$ cat src/rtl/branch_predictor.sv
// Direct-mapped BTB with 2-bit saturating counters, trained by execute-stage resolution.
// Optional BP_STATS_EN macro adds saturating branch/mispredict counters.
module branch_predictor #(
    parameter int INDEX_BITS = 6
) (
    input  logic        clk,
    input  logic        rst_n,
    output logic        ready,
    input  logic        lookup_valid,
    input  logic [31:0] lookup_pc,
    output logic        pred_valid,
    output logic        pred_taken,
    output logic [31:0] pred_target,
    input  logic        update_valid,
    input  logic [31:0] update_pc,
    input  logic        update_taken,
    input  logic [31:0] update_target,
    input  logic        update_pred_taken,
    input  logic [31:0] update_pred_target,
    output logic        mispredict,
    output logic [31:0] redirect_pc
`ifdef BP_STATS_EN
    ,
    output logic [31:0] branch_count,
    output logic [31:0] mispredict_count
`endif
);

    localparam int ENTRIES  = 1 << INDEX_BITS;
    localparam int TAG_BITS = 30 - INDEX_BITS;

    typedef enum logic {
        INIT,
        RUN
    } state_t;

    state_t                  state_q;
    state_t                  state_d;
    logic [INDEX_BITS-1:0]   sweep_q;
    logic                    sweep_last;
    logic                    run;

    logic                    entry_valid  [ENTRIES];
    logic [TAG_BITS-1:0]     entry_tag    [ENTRIES];
    logic [31:0]             entry_target [ENTRIES];
    logic [1:0]              entry_ctr    [ENTRIES];

    logic [INDEX_BITS-1:0]   lk_idx;
    logic [TAG_BITS-1:0]     lk_tag;
    logic                    lk_hit;
    logic                    lk_taken;
    logic [31:0]             lk_target;

    logic [INDEX_BITS-1:0]   upd_idx;
    logic [TAG_BITS-1:0]     upd_tag;
    logic                    upd_hit;
    logic [1:0]              upd_ctr;
    logic [1:0]              upd_ctr_inc;
    logic [1:0]              upd_ctr_dec;
    logic                    upd_accept;
    logic                    upd_mis;
    logic [31:0]             upd_redirect;

    assign sweep_last = (sweep_q == {INDEX_BITS{1'b1}});

    always_ff @(posedge clk or negedge rst_n) begin
        if (!rst_n) begin
            state_q <= INIT;
        end else begin
            state_q <= state_d;
        end
    end

    always_comb begin
        state_d = state_q;
        case (state_q)
            INIT:    if (sweep_last) state_d = RUN;
            RUN:     state_d = RUN;
            default: state_d = INIT;
        endcase
    end

    always_comb begin
        run   = (state_q == RUN);
        ready = run;
    end

    always_ff @(posedge clk or negedge rst_n) begin
        if (!rst_n) begin
            sweep_q <= '0;
        end else if (state_q == INIT) begin
            sweep_q <= sweep_q + 1'b1;
        end
    end

    always_comb begin
        lk_idx    = lookup_pc[INDEX_BITS+1:2];
        lk_tag    = lookup_pc[31:INDEX_BITS+2];
        lk_hit    = entry_valid[lk_idx] && (entry_tag[lk_idx] == lk_tag);
        lk_taken  = lk_hit && entry_ctr[lk_idx][1];
        lk_target = lk_taken ? entry_target[lk_idx] : (lookup_pc + 32'd4);
    end

    always_comb begin
        upd_idx      = update_pc[INDEX_BITS+1:2];
        upd_tag      = update_pc[31:INDEX_BITS+2];
        upd_hit      = entry_valid[upd_idx] && (entry_tag[upd_idx] == upd_tag);
        upd_ctr      = entry_ctr[upd_idx];
        upd_ctr_inc  = (upd_ctr == 2'b11) ? 2'b11 : (upd_ctr + 2'd1);
        upd_ctr_dec  = (upd_ctr == 2'b00) ? 2'b00 : (upd_ctr - 2'd1);
        upd_accept   = run && update_valid;
        upd_mis      = (update_pred_taken != update_taken) ||
                       (update_taken && (update_pred_target != update_target));
        upd_redirect = update_taken ? update_target : (update_pc + 32'd4);
    end

    // Table storage has no reset: the INIT sweep is what clears it, so it can map to RAM.
    always_ff @(posedge clk) begin
        if (state_q == INIT) begin
            entry_valid[sweep_q] <= 1'b0;
            entry_ctr[sweep_q]   <= 2'b01;
        end else if (update_valid) begin
            if (update_taken) begin
                if (upd_hit) begin
                    entry_ctr[upd_idx]    <= upd_ctr_inc;
                    entry_target[upd_idx] <= update_target;
                end else begin
                    entry_valid[upd_idx]  <= 1'b1;
                    entry_tag[upd_idx]    <= upd_tag;
                    entry_target[upd_idx] <= update_target;
                    entry_ctr[upd_idx]    <= 2'b10;
                end
            end else if (upd_hit) begin
                entry_ctr[upd_idx] <= upd_ctr_dec;
            end
        end
    end

    // Lookup reads the pre-update table, giving read-before-write on a same-cycle update.
    always_ff @(posedge clk or negedge rst_n) begin
        if (!rst_n) begin
            pred_valid  <= 1'b0;
            pred_taken  <= 1'b0;
            pred_target <= '0;
        end else if (run && lookup_valid) begin
            pred_valid  <= 1'b1;
            pred_taken  <= lk_taken;
            pred_target <= lk_target;
        end else begin
            pred_valid  <= 1'b0;
            pred_taken  <= 1'b0;
            pred_target <= '0;
        end
    end

    always_ff @(posedge clk or negedge rst_n) begin
        if (!rst_n) begin
            mispredict  <= 1'b0;
            redirect_pc <= '0;
        end else if (upd_accept && upd_mis) begin
            mispredict  <= 1'b1;
            redirect_pc <= upd_redirect;
        end else begin
            mispredict  <= 1'b0;
            redirect_pc <= '0;
        end
    end

`ifdef BP_STATS_EN
    always_ff @(posedge clk or negedge rst_n) begin
        if (!rst_n) begin
            branch_count     <= '0;
            mispredict_count <= '0;
        end else begin
            if (upd_accept && (branch_count != 32'hFFFF_FFFF)) begin
                branch_count <= branch_count + 32'd1;
            end
            if (upd_accept && upd_mis && (mispredict_count != 32'hFFFF_FFFF)) begin
                mispredict_count <= mispredict_count + 32'd1;
            end
        end
    end
`endif

endmodule

$ cat config.mk
export PLATFORM = sky130hd
export DESIGN_NAME = branch_predictor
export DESIGN_NICKNAME = d
export VERILOG_FILES = /design/src/rtl/branch_predictor.sv
export SDC_FILE = /design/constraint.sdc
export NUM_CORES = 2
export LEC_CHECK = 0
export BUFFER_PORTS_ARGS = -buffer_cell sky130_fd_sc_hd__buf_2
export CORE_MARGIN = 8
export CORE_UTILIZATION = 57
export CTS_CLUSTER_DIAMETER = 200
export DETAILED_ROUTE_END_ITERATION = 12
export HOLD_SLACK_MARGIN = 0.15
export PLACE_DENSITY = 0.76
export SYNTH_ARGS = -nofsm -noshare
export SYNTH_HDL_FRONTEND = slang
export SYNTH_SLANG_ARGS = --single-unit
$ cat constraint.sdc
create_clock -name clk -period 4.8 [get_ports clk]
set_input_delay 0.24 -clock clk [delete_from_list [all_inputs] [get_ports clk]]
set_output_delay 0.24 -clock clk [all_outputs]
set_load 0.01 [all_outputs]
==> results.tsv <==
metric	value	unit
status	complete, but fails checks	
failing checks	max-capacitance violations	
synthesis-to-finish area growth	16.6	%
Yosys warning count	0	
Max Clock Freq	212	MHz
post-route setup slack	0.0728	ns
1st-iter DRT viols	17505	
Hold Path Class	in2reg	
Register Area	0.115	mm²
power density over cell area	381	mW/mm²
Final Setup Violations	0	
syn_nets	8237	
capture point of the worst reg-to-reg path	entry_ctr[48][0]	
met1 Usage GRT	45.2	%
met2 Track Usage GR	57.5	%
cell count after placement	12336	
GPL Wtd Cong	0.990	
CP max-delay cell	o41ai_1	
# nets final	9188	
DRC	0	
initial antenna violation count	55	
most used cell, CP	buf_4	
First-pass DRT Iterations	8	
Final Skew	0.0694	ns
async set-reset flop share out of synthesis	1.92	%
Synth area leaders	edfxtp_1 69%, mux4_2 18%, mux2i_1 2.7%	
Die Wd	552	µm
R2R setup slack	0.07	ns
vias in the first global route	98346	
Tcrit/Tclk final	98.5	%
Max Cap Viol	1	
worst hold margin	0.199	ns
post-route insts no fill	13190	
Req. time, crit path	5.44	ns
Clock Pin Slew Worst Setup and Hold Paths	0.06	ns
Worst path max stage delay	0.71	ns
synthesis-stage register bit count	3850	
CP Cell Sequence	or3b_2 -> a21oi_1 -> o41ai_1 -> o211ai_1 -> nor4_1 -> o22ai_1 -> buf_4 -> or4_1 -> nor4_4 -> buf_12 -> nor2_1 -> o32ai_1 -> buf_4	
H-tree levels	5	
Die Height	552	µm
Starting Density	57.1	%
gr usage total	37.1	%
FILL cells	17559	
Post-Synthesis Cells	8100	
met3 Use GR	11.6	%
endpoints failing hold	0	
Worst Hold Depth	2	
Cell Area, Synth	0.164	mm²
Site Rows	197	
Synth area leader	edfxtp_1	
CTS tree	built	
highest net fanout along the worst path	11	
pin count of the biggest net entering global routing	133	
Yosys top cell area share	69.2	%
Tmin final	4.73	ns
share of post-route cells with drive strength above 1	33.7	%
ys flop type	edfxtp_1	
Worst Hold Launch	update_pc[25]	
crit-path leading delay family	simple AND/OR/NAND/NOR gates	
Clock Sinks	3850	
GR Overflow Total	0	
clock buffer depth	4	
area of the multi-input gates	0.0469	mm²
Slew Viols, Final	0	
Post-synth EDFFs	3776	
Clock Latency Late Sink	0.98	ns
DR vias	99204	
CORE AREA	0.287	mm²
gr busiest metal	met2	
Slew headroom	0.351	%
Crit Path Category	reg2reg	
io pins	202	
CP bufs+invs	3	
WL final	579000	µm
Worst Setup Start Kind	flop	
Setup WS pre-CTS	-0.948	ns
leakage power	61.6	nW
Data arrival, critical path	5.37	ns
R2R cell count	13	
first-pass GRT wire length	792000	µm
HPWL Detailed	356000	µm
R2R Path Start	entry_tag[8][22]	
Max IR drop VDD	0.457	mV
Post-Syn Area per Cell	20.2	µm²
vias per cell	7.52	
sequential fraction of the synthesis area	70.3	%
die area	0.305	mm²
RSZ-0062 raised after global routing	no	
Yosys cell types	77	
clock buffer count from CTS	382	
WHS Endpoint	entry_tag[4][17]	
wire length per cell	43.9	µm
Buffers on Ports	201	
Detail Route Antenna Nets	0	
CTS root buf	clkbuf_16	
Tightest Pin Transition	1.49	ns
endpoint type of the worst setup path	flop	
cell usage after synthesis, drive strengths merged (18+ instances only):
cell type,count
edfxtp,3776
mux4,1323
mux2i,438
buf,319
nor2,270
clkbuf,261
nand2,227
a22oi,166
nand3,153
o21ai,118
a21oi,113
a221oi,93
o22ai,85
dfrtp,74
xnor2,70
xor2,52
nor3,51
nand4,44
o31ai,41
mux2,38
and3b,25
nand3b,25
and3,24
or3,23
nor4,22
a22o,21
a221o,19
o211ai,19
inv,18
metrics by stage:
step | cell area (µm²) | total power (W) | util, % | setup TNS (ns)
finish | 191000 | 0.0728 | 66.5 | 0
global placement | 177000 | 0.0424 | 61.7 | -1953.30
detailed placement | 177000 | 0.0425 | 61.7 | -1182.36
global route | 191000 | 0.0739 | 66.5 | 0
CTS | 191000 | 0.0724 | 66.5 | 0
floorplan | 164000 | 0.0401 | - | -442.50
power breakdown:
group	internal (W)	switching, W
Combinational	0.00199	0.00328
Sequential	0.0369	0
Clock	0.0173	0.0134
sequential cells by signal (all words and copies together) (netlist names):
| name | cells |
|---|---|
| sweep_q | 6 |
| redirect_pc | 32 |
| pred_valid | 1 |
| pred_target | 32 |
| entry_tag | 1536 |
| ready | 1 |
| entry_target | 2048 |
| mispredict | 1 |
| entry_valid | 64 |
| pred_taken | 1 |
| entry_ctr | 128 |
area by class of cell:
type | count | area share [%]
multi-input combinational | 3650 | 24.5
sequential | 3850 | 60.3
clock inverter | 220 | 1.26
clock buffer | 481 | 5.30
inverter | 20 | 0.0471
antenna | 41 | 0.0537
tap | 3781 | 2.48
timing repair buffer | 1147 | 6.00
logic make-up (layout without fill, tap and decap cells):
family,Yosys count,in the layout,share of synthesized area (%)
flip-flops,3850,3850,70.3
XOR/XNOR,122,122,0.652
buffers and inverters,600,1868,1.72
multiplexers,1799,1799,21.1
AO/OA/AOI/OAI,770,770,3.30
other,0,41,0
AND/OR/NAND/NOR,956,956,2.87
adder cells (fa/ha/maj),3,3,0.0229
worst max path at each step:
stage                           start                 to  slack (ns)  cells past startpoint
detailed placement       update_pc[2]  entry_tag[41][12]       -0.95                     18
floorplan                update_pc[2]   entry_tag[27][0]       -0.58                     18
global placement         update_pc[5]   entry_ctr[48][1]       -1.20                     15
finish               entry_tag[8][22]   entry_ctr[48][0]        0.07                     13
global route        entry_tag[56][22]   entry_ctr[48][1]        0.02                     15
CTS                 entry_tag[33][21]    pred_target[18]        0.01                     11
cells in the final DEF (no fill, tap or decap), types with 88 or more instances in the layout:
cell type,count
o21ai_0,116
buf_2,192
nand3_1,150
clkbuf_16,384
nor2_1,168
a221oi_1,88
nor2_4,98
nand2_1,226
buf_4,597
mux4_2,1321
buf_12,242
mux2i_1,437
a21oi_1,113
dlygate4sd3_1,111
edfxtp_1,3776
a22oi_1,166
routing by layer:
| metal | routed length, µm | up-vias |
|---|---|---|
| met1 | 178000 | 50420 |
| met2 | 267000 | 10070 |
| met3 | 84800 | 2202 |
| met4 | 49900 | 26 |
| met5 | 192 | - |
| li1 | - | 36486 |
what timing repair did:
item / in CTS / in global routing
hold buffers: 112 / 0
gates resized for setup: 4 / 6
buffers inserted: 0 / 0
endpoints found under the setup margin: 1079 / 1106
pin swaps: 0 / 0
endpoints found under the hold margin: 2586 / 0
Note: power is estimated with default switching activity, not from simulation.
